<file path="src/rtl/if_fetch_unit.sv">
// Instruction-fetch stage: owns the PC and the imem req/ack port,
// and feeds the PC/instruction pair into the IF/ID register.
module if_fetch_unit #(
    parameter logic [31:0] RESET_PC  = 32'h0000_0000,
    parameter logic [31:0] NOP_INSTR = 32'h0000_0000
) (
    input  logic        clk,
    input  logic        reset,
    input  logic        stall,
    input  logic        redirect,
    input  logic [31:0] redirect_pc,
    output logic        imem_req,
    output logic [31:0] imem_addr,
    input  logic        imem_ack,
    input  logic [31:0] imem_rdata,
    output logic [31:0] pc_out,
    output logic [31:0] instr_out,
    output logic        instr_valid
);

    typedef enum logic [1:0] {
        ISSUE = 2'd0,
        HOLD  = 2'd1,
        DROP  = 2'd2
    } state_t;

    state_t      state;
    logic [31:0] pc;
    logic [31:0] req_addr;
    logic [31:0] hold_buf;
    logic [31:0] redir_al;
    logic [31:0] next_addr;

    assign redir_al  = redirect_pc & ~32'd3;
    assign next_addr = req_addr + 32'd4;

    // Request is live in ISSUE and DROP; suppressed while in reset.
    assign imem_req  = !reset && (state != HOLD);
    assign imem_addr = req_addr;

    // Fetch FSM: redirect first, then buffered word, then handshake.
    always_ff @(posedge clk or posedge reset) begin
        if (reset) begin
            state       <= ISSUE;
            pc          <= RESET_PC;
            req_addr    <= RESET_PC;
            hold_buf    <= 32'd0;
            pc_out      <= 32'd0;
            instr_out   <= NOP_INSTR;
            instr_valid <= 1'b0;
        end else if (redirect) begin
            pc          <= redir_al;
            pc_out      <= 32'd0;
            instr_out   <= NOP_INSTR;
            instr_valid <= 1'b0;
            unique case (state)
                HOLD: begin
                    req_addr <= redir_al;
                    state    <= ISSUE;
                end
                default: begin
                    // A completed handshake can be dropped right away;
                    // an open one must be seen through to its ack.
                    if (imem_ack) begin
                        req_addr <= redir_al;
                        state    <= ISSUE;
                    end else begin
                        state <= DROP;
                    end
                end
            endcase
        end else begin
            unique case (state)
                ISSUE: begin
                    if (imem_ack && !stall) begin
                        instr_out   <= imem_rdata;
                        pc_out      <= next_addr;
                        instr_valid <= 1'b1;
                        pc          <= next_addr;
                        req_addr    <= next_addr;
                    end else if (imem_ack) begin
                        hold_buf <= imem_rdata;
                        pc       <= next_addr;
                        state    <= HOLD;
                    end else if (!stall) begin
                        instr_out   <= NOP_INSTR;
                        instr_valid <= 1'b0;
                    end
                end
                HOLD: begin
                    if (!stall) begin
                        instr_out   <= hold_buf;
                        pc_out      <= pc;
                        instr_valid <= 1'b1;
                        req_addr    <= pc;
                        state       <= ISSUE;
                    end
                end
                DROP: begin
                    if (imem_ack) begin
                        req_addr <= pc;
                        state    <= ISSUE;
                    end
                end
                default: begin
                    state <= ISSUE;
                end
            endcase
        end
    end

endmodule

</file>
<file path="config.mk">
export PLATFORM = sky130hd
export DESIGN_NAME = if_fetch_unit
export DESIGN_NICKNAME = d
export VERILOG_FILES = /design/src/rtl/if_fetch_unit.sv
export SDC_FILE = /design/constraint.sdc
export NUM_CORES = 1
export LEC_CHECK = 0
export ABC_CLOCK_PERIOD_IN_PS = 5190
export CORE_MARGIN = 8
export CORE_UTILIZATION = 47
export DETAILED_ROUTE_END_ITERATION = 16
export GPL_TIMING_DRIVEN = 0
export HOLD_SLACK_MARGIN = 0.1
export MAX_ROUTING_LAYER = met4
export PLACE_DENSITY = 0.77
export REMOVE_ABC_BUFFERS = 1
export SYNTH_ARGS = -nofsm -noshare
export SYNTH_HDL_FRONTEND = slang
export SYNTH_SLANG_ARGS = --single-unit
</file>
<file path="constraint.sdc">
create_clock -name clk -period 5.19 [get_ports clk]
set_input_delay 1.038 -clock clk [delete_from_list [all_inputs] [get_ports clk]]
set_output_delay 1.038 -clock clk [all_outputs]
set_load 0.005 [all_outputs]
</file>
Word level (Yosys, flattened, before mapping)
Index checks and enable logic that the tools add are counted.
{"block": "word_totals", "in_bits": 69, "out_inout_bits": 98, "elab_cells": 69, "reg_bits": 163}
{"block": "op_classes", "n_eq_ne": 11, "n_mux": 33, "addsub": 1, "reduce_logical": 15, "bitwise_logic": 2}
{"operator": "32-bit two-way mux", "n": 16}
{"operator": "32-bit one-hot mux with 2 select lines", "n": 2}
{"operator": "32-bit one-hot mux with 3 select lines", "n": 1}
{"operator": "32-bit by 3-bit adder with 32-bit output, second input constant", "n": 1}
{"operator": "3-bit != test, second input constant", "n": 5}
{"operator": "2-bit two-way mux", "n": 7}
{"operator": "4-bit AND reduction", "n": 3}
{"operator": "4-bit != test, second input constant", "n": 2}
{"operator": "2-bit one-hot mux with 3 select lines", "n": 1}
{"operator": "3-bit nonzero test", "n": 2}
{"operator": "1-bit two-way mux", "n": 5}
{"operator": "5-bit AND reduction", "n": 1}
{"operator": "4-bit nonzero test", "n": 1}
{"operator": "3-bit by 1-bit != test with 1-bit output, second input constant", "n": 1}
{"operator": "3-bit AND reduction", "n": 1}
{"operator": "2-bit by 1-bit equality test with 1-bit output, second input constant", "n": 1}
{"operator": "2-bit equality test, second input constant", "n": 1}
{"operator": "1-bit logical AND", "n": 2}
{"operator": "1-bit zero test", "n": 2}
{"operator": "2-bit zero test", "n": 1}
{"operator": "2-bit by 1-bit != test with 1-bit output, second input constant", "n": 1}
{"operator": "1-bit inverter", "n": 2}
{"operator": "1-bit one-hot mux with 2 select lines", "n": 1}
{"operator": "2-bit AND reduction", "n": 1}
{"operator": "2-bit nonzero test", "n": 1}

Depth between registers and ports, before layout
{"block": "depth", "word_depth": 5, "depth_mapped": 10, "depth_no_buf": 7}

Worst setup path after synthesis
OpenSTA, ideal clock, no wires.
{"block": "synth_timing", "path_kind": "reg-to-output", "from": "reg state[1]", "to": "out imem_req", "arrival_ps": 1508, "slack_ps": 2644, "n_path_buf": 3, "t_required_ps": 4152, "path_stages_with_launch": 7, "path_cell_list": "dfrtp_1 inv_1 ha_1 buf_2 clkbuf_1 clkbuf_1 nor2_1"}
{"block": "synth_between", "elab_chain_cells": 2}
{"item": "from (decl)", "line": "27", "source": "state_t state;"}
{"item": "from (signal assigned)", "line": "44", "source": "state <= ISSUE;"}
{"item": "from (signal assigned)", "line": "59", "source": "state <= ISSUE;"}
{"item": "from (signal assigned)", "line": "66", "source": "state <= ISSUE;"}
{"item": "2-bit by 1-bit != test with 1-bit output", "line": "38", "source": "assign imem_req = !reset && (state != HOLD);"}
{"item": "1-bit logical AND", "line": "38"}
{"item": "to (decl)", "line": "12", "source": "output logic imem_req,"}
No other way between the ends.

Worst setup path in the final report
{"block": "layout_timing", "from": "reg state[1]", "to": "reg pc_out[31]"}
{"block": "layout_between", "elab_chain_cells": 3, "word_cells_on_any_way": 8, "cone_classes": "eq/ne: 3; mux: 2; reduce/logical: 3"}
{"item": "2-bit by 1-bit equality test with 1-bit output or 2-bit zero test (tied branches)", "line": "73", "source": "unique case (state)"}
{"item": "3-bit != test (no source line) (tied with other cells)"}
{"item": "3-bit AND reduction (no source line) or 32-bit two-way mux (tied branches)"}
{"item": "to (signal assigned)", "line": "77", "source": "pc_out <= next_addr;"}
{"item": "to (signal assigned)", "line": "93", "source": "pc_out <= pc;"}
{"item": "to (decl)", "line": "16", "source": "output logic [31:0] pc_out,"}
Parallel ways exist; a longest one is shown, timed or not.
A chain may end at the register's enable or synchronous reset.

==> results.yml <==
worst_setup_path:
  critical_path.cell_chain: "inv_1 -> ha_4 -> buf_16 -> mux2_2 -> a21oi_4 -> buf_12 -> nor2_1 -> nand2_1 -> o221ai_1"
  crit_required_ps: 5530
  worstPathArrival_ps: 3640
  critPathMaxFanout: 54
  crit_slowest_cell: "nor2_1"
  rr_startpoint: "state[1]"
  slowest_delay_ps: 730
  critical_path_cell_count: 9
  critPathCaptureType: "register"
  setup.worst_path.start: "state[1]"
  path_class: "register to register"
  critical_path_buf_inv_count: 3
  ff2ff_path_depth: 9
  start_kind: "register"
  critPathTopFamily: "simple AND/OR/NAND/NOR gates"
power:
  leakagePower_nw: 4.41
  vdd_drop_max_mv: 0.287
  p_per_area_nw_per_um2: 502
layout:
  fillCellCount: 1494
  syn_to_final_growth_pct: 29.6
  ff_latch_area_um2: 4080
  final_area_um2: 10900
  drive_gt1_frac: 0.0947
  final_nets: 1084
  multi_input_area_um2: 4070
placement:
  pre_cts_ws_ps: 1530
  post-dp-hpwl_um: 16100
  io_buffers: 164
  placement.cell_area_um2: 10300
  gp_congestion: 0.849
yosys:
  synth_area_leaders: "dfrtp_1, mux2i_1, o21ai_0, nand2_1, mux2_2"
  synth_edf_count: 0
  syn_avg_cell_area_um2: 9.53
  yosysWarnings: 0
  ys_seq_elements: 163
  async_reset_ff_frac: 1.00
  synth_area_leader_cell: "dfrtp_1"
  ys_seq_area_frac: 0.484
  synth_top_area_share: 0.484
  synth.distinct_cells: 55
  syn_area_um2: 8420
  netlist_instances: 884
  ys.flop_type: "dfrtp_1"
floorplanning:
  pin_count: 167
  dieArea_um2: 22500
  initial_core_util: 0.474
  core_area_um2: 17800
  die_h_um: 150
  rows: 49
  fp.dieW_um: 150
cts:
  numCtsBuffers: 17
  post-cts-setup-buffer-count: 0
  ctsHoldBuffers: 0
  htree_levels: 4
  cts_sinks: 163
  clk_path_buf_depth: 2
  cts_resized: 0
  root_buffer: "clkbuf_16"
  cts_tree: "done"
  clock_latency_ps: 430
  cts.reportedPaths.clkPinSlew_ps: 70
timing:
  slew_viol_final: 0
  worstMarginPinSlew_ps: 956
  post-route-period-util: 0.636
  finClkSkew_ps: 5.62
  whs_ps: 478
  setup_viol: 0
  rsz0062_at_grt: "no"
  post-route-min-period_ps: 3300
  slew_headroom: 0.361
  fin_ws_ps: 1890
  hold_viol: 0
  fmax_mhz: 303
route:
  vias: 7310
  antenna_left: 0
  routed_wl_um: 24000
  first_pass_iters: 6
  drt-initial-drc-count: 525
  vias_per_cell: 5.82
  drc_errors: 0
  wl_per_cell_um: 19.1
worst_hold_path:
  holdPathStages: 2
  hold_class: "register to register"
  hold_path_startpoint: "pc_out[13]"
global_routing:
  grt_max_degree: 111
  grt_overflow: 0
  grt_pass1_vias: 7109
  grt_pass1_wl_um: 38300
  grt_antenna_before_repair: 2
  gr-usage-all-layers: 0.223
flow_run:
  drv_cap: 0
run_status:
  status: "complete, no violations"
==> area by class of cell <==
class / instances / area share
clock inverters: 15 / 0.0151
well taps: 229 / 0.0262
inverters: 17 / 0.00653
flip-flops and latches: 163 / 0.374
multi-input cells: 640 / 0.373
diodes: 2 / 0.000458
repair buffers: 172 / 0.166
clock buffers: 17 / 0.0390
==> tightest hold or removal path, delay by kind of cell, from the launching register on <==
kind / cells / cell delay [ps]
simple gates: 1 / 40
compound gates: 1 / 60
flops: 1 / 340
==> layer usage <==
metal	GRT usage	routed length, um	vias up
met5	-	0	-
met4	0.0695	422	0
met3	0.0813	2530	36
met2	0.338	11100	285
met1	0.272	9940	3541
li1	-	-	3448
==> flip-flops by register name (all words and copies together), names as in the netlist <==
| name | cells |
|---|---|
| hold_buf | 32 |
| instr_valid | 1 |
| instr_out | 32 |
| state | 2 |
| pc | 32 |
| imem_addr | 32 |
| pc_out | 32 |
==> cells in the mapped netlist (7+ instances only) <==
| library cell | count |
|---|---|
| dfrtp_1 | 163 |
| nand2_1 | 124 |
| o21ai_0 | 112 |
| mux2i_1 | 56 |
| nor2_1 | 50 |
| clkbuf_1 | 48 |
| a21oi_1 | 41 |
| mux2_2 | 36 |
| nor3_1 | 23 |
| o31ai_1 | 19 |
| nand3_1 | 18 |
| inv_1 | 17 |
| xnor2_1 | 15 |
| a31oi_1 | 10 |
| nor3b_1 | 10 |
| buf_1 | 9 |
| and3_1 | 8 |
| nor4_1 | 8 |
| o211ai_1 | 8 |
| nand4_1 | 7 |
==> cells by family (layout without fill, tap and decap cells) <==
logic type | count (synthesis) | in the layout | synth area share
and+or+nand+nor | 284 | 284 | 0.163
DFF | 163 | 163 | 0.484
xor gates and xnor gates | 21 | 21 | 0.0218
other | 0 | 2 | 0
muxes | 92 | 92 | 0.115
adders and majority gates | 4 | 4 | 0.00594
AOI/OAI and AO/OA | 239 | 239 | 0.172
buffers and inverters | 81 | 221 | 0.0380
==> where the power goes <==
group	switching (mW)	internal [mW]
registers	0.417	1.68
clock network	0.587	0.684
logic	1.02	1.08
total	2.03	3.45
==> path summary, 6_finish.rpt <==
check                                 to  slack (ps)
setup / recovery              pc_out[31]        1890
hold / removal                pc_out[13]         480
setup reg to reg              pc_out[31]        1890
hold reg to reg               pc_out[13]         480
max in group asynchronous         pc[19]        3280
min in group asynchronous  instr_out[22]        1040
==> placed cells by master (no fill, tap or decap), types with 6 or more instances in the layout <==
| master | instances |
|---|---|
| nand2b_1 | 6 |
| dfrtp_1 | 163 |
| inv_1 | 16 |
| mux2_2 | 36 |
| nand4_1 | 7 |
| nor3_1 | 23 |
| nor4_1 | 8 |
| a31oi_1 | 10 |
| and3_1 | 8 |
| o31ai_1 | 19 |
| o21ai_0 | 110 |
| nor2_1 | 49 |
| clkdlybuf4s50_1 | 163 |
| a21oi_1 | 40 |
| nor3b_1 | 10 |
| and4_1 | 6 |
| mux2i_1 | 56 |
| xnor2_1 | 15 |
| nand3_1 | 17 |
| o2bb2ai_1 | 6 |
| clkbuf_16 | 17 |
| o211ai_1 | 8 |
| xor2_1 | 6 |
| nand2_1 | 124 |
==> per-stage QoR <==
step	TNS [ps]	power, mW	std cells	util
final	0	5.48	1255	0.614
after global routing	0	5.82	1255	0.614
after floorplan	-41230	3.17	820	-
after global placement	-732120	4.13	1213	0.568
after CTS	0	5.51	1253	0.614
after detailed placement	0	4.22	1221	0.581
(Power assumes the default switching activity.)
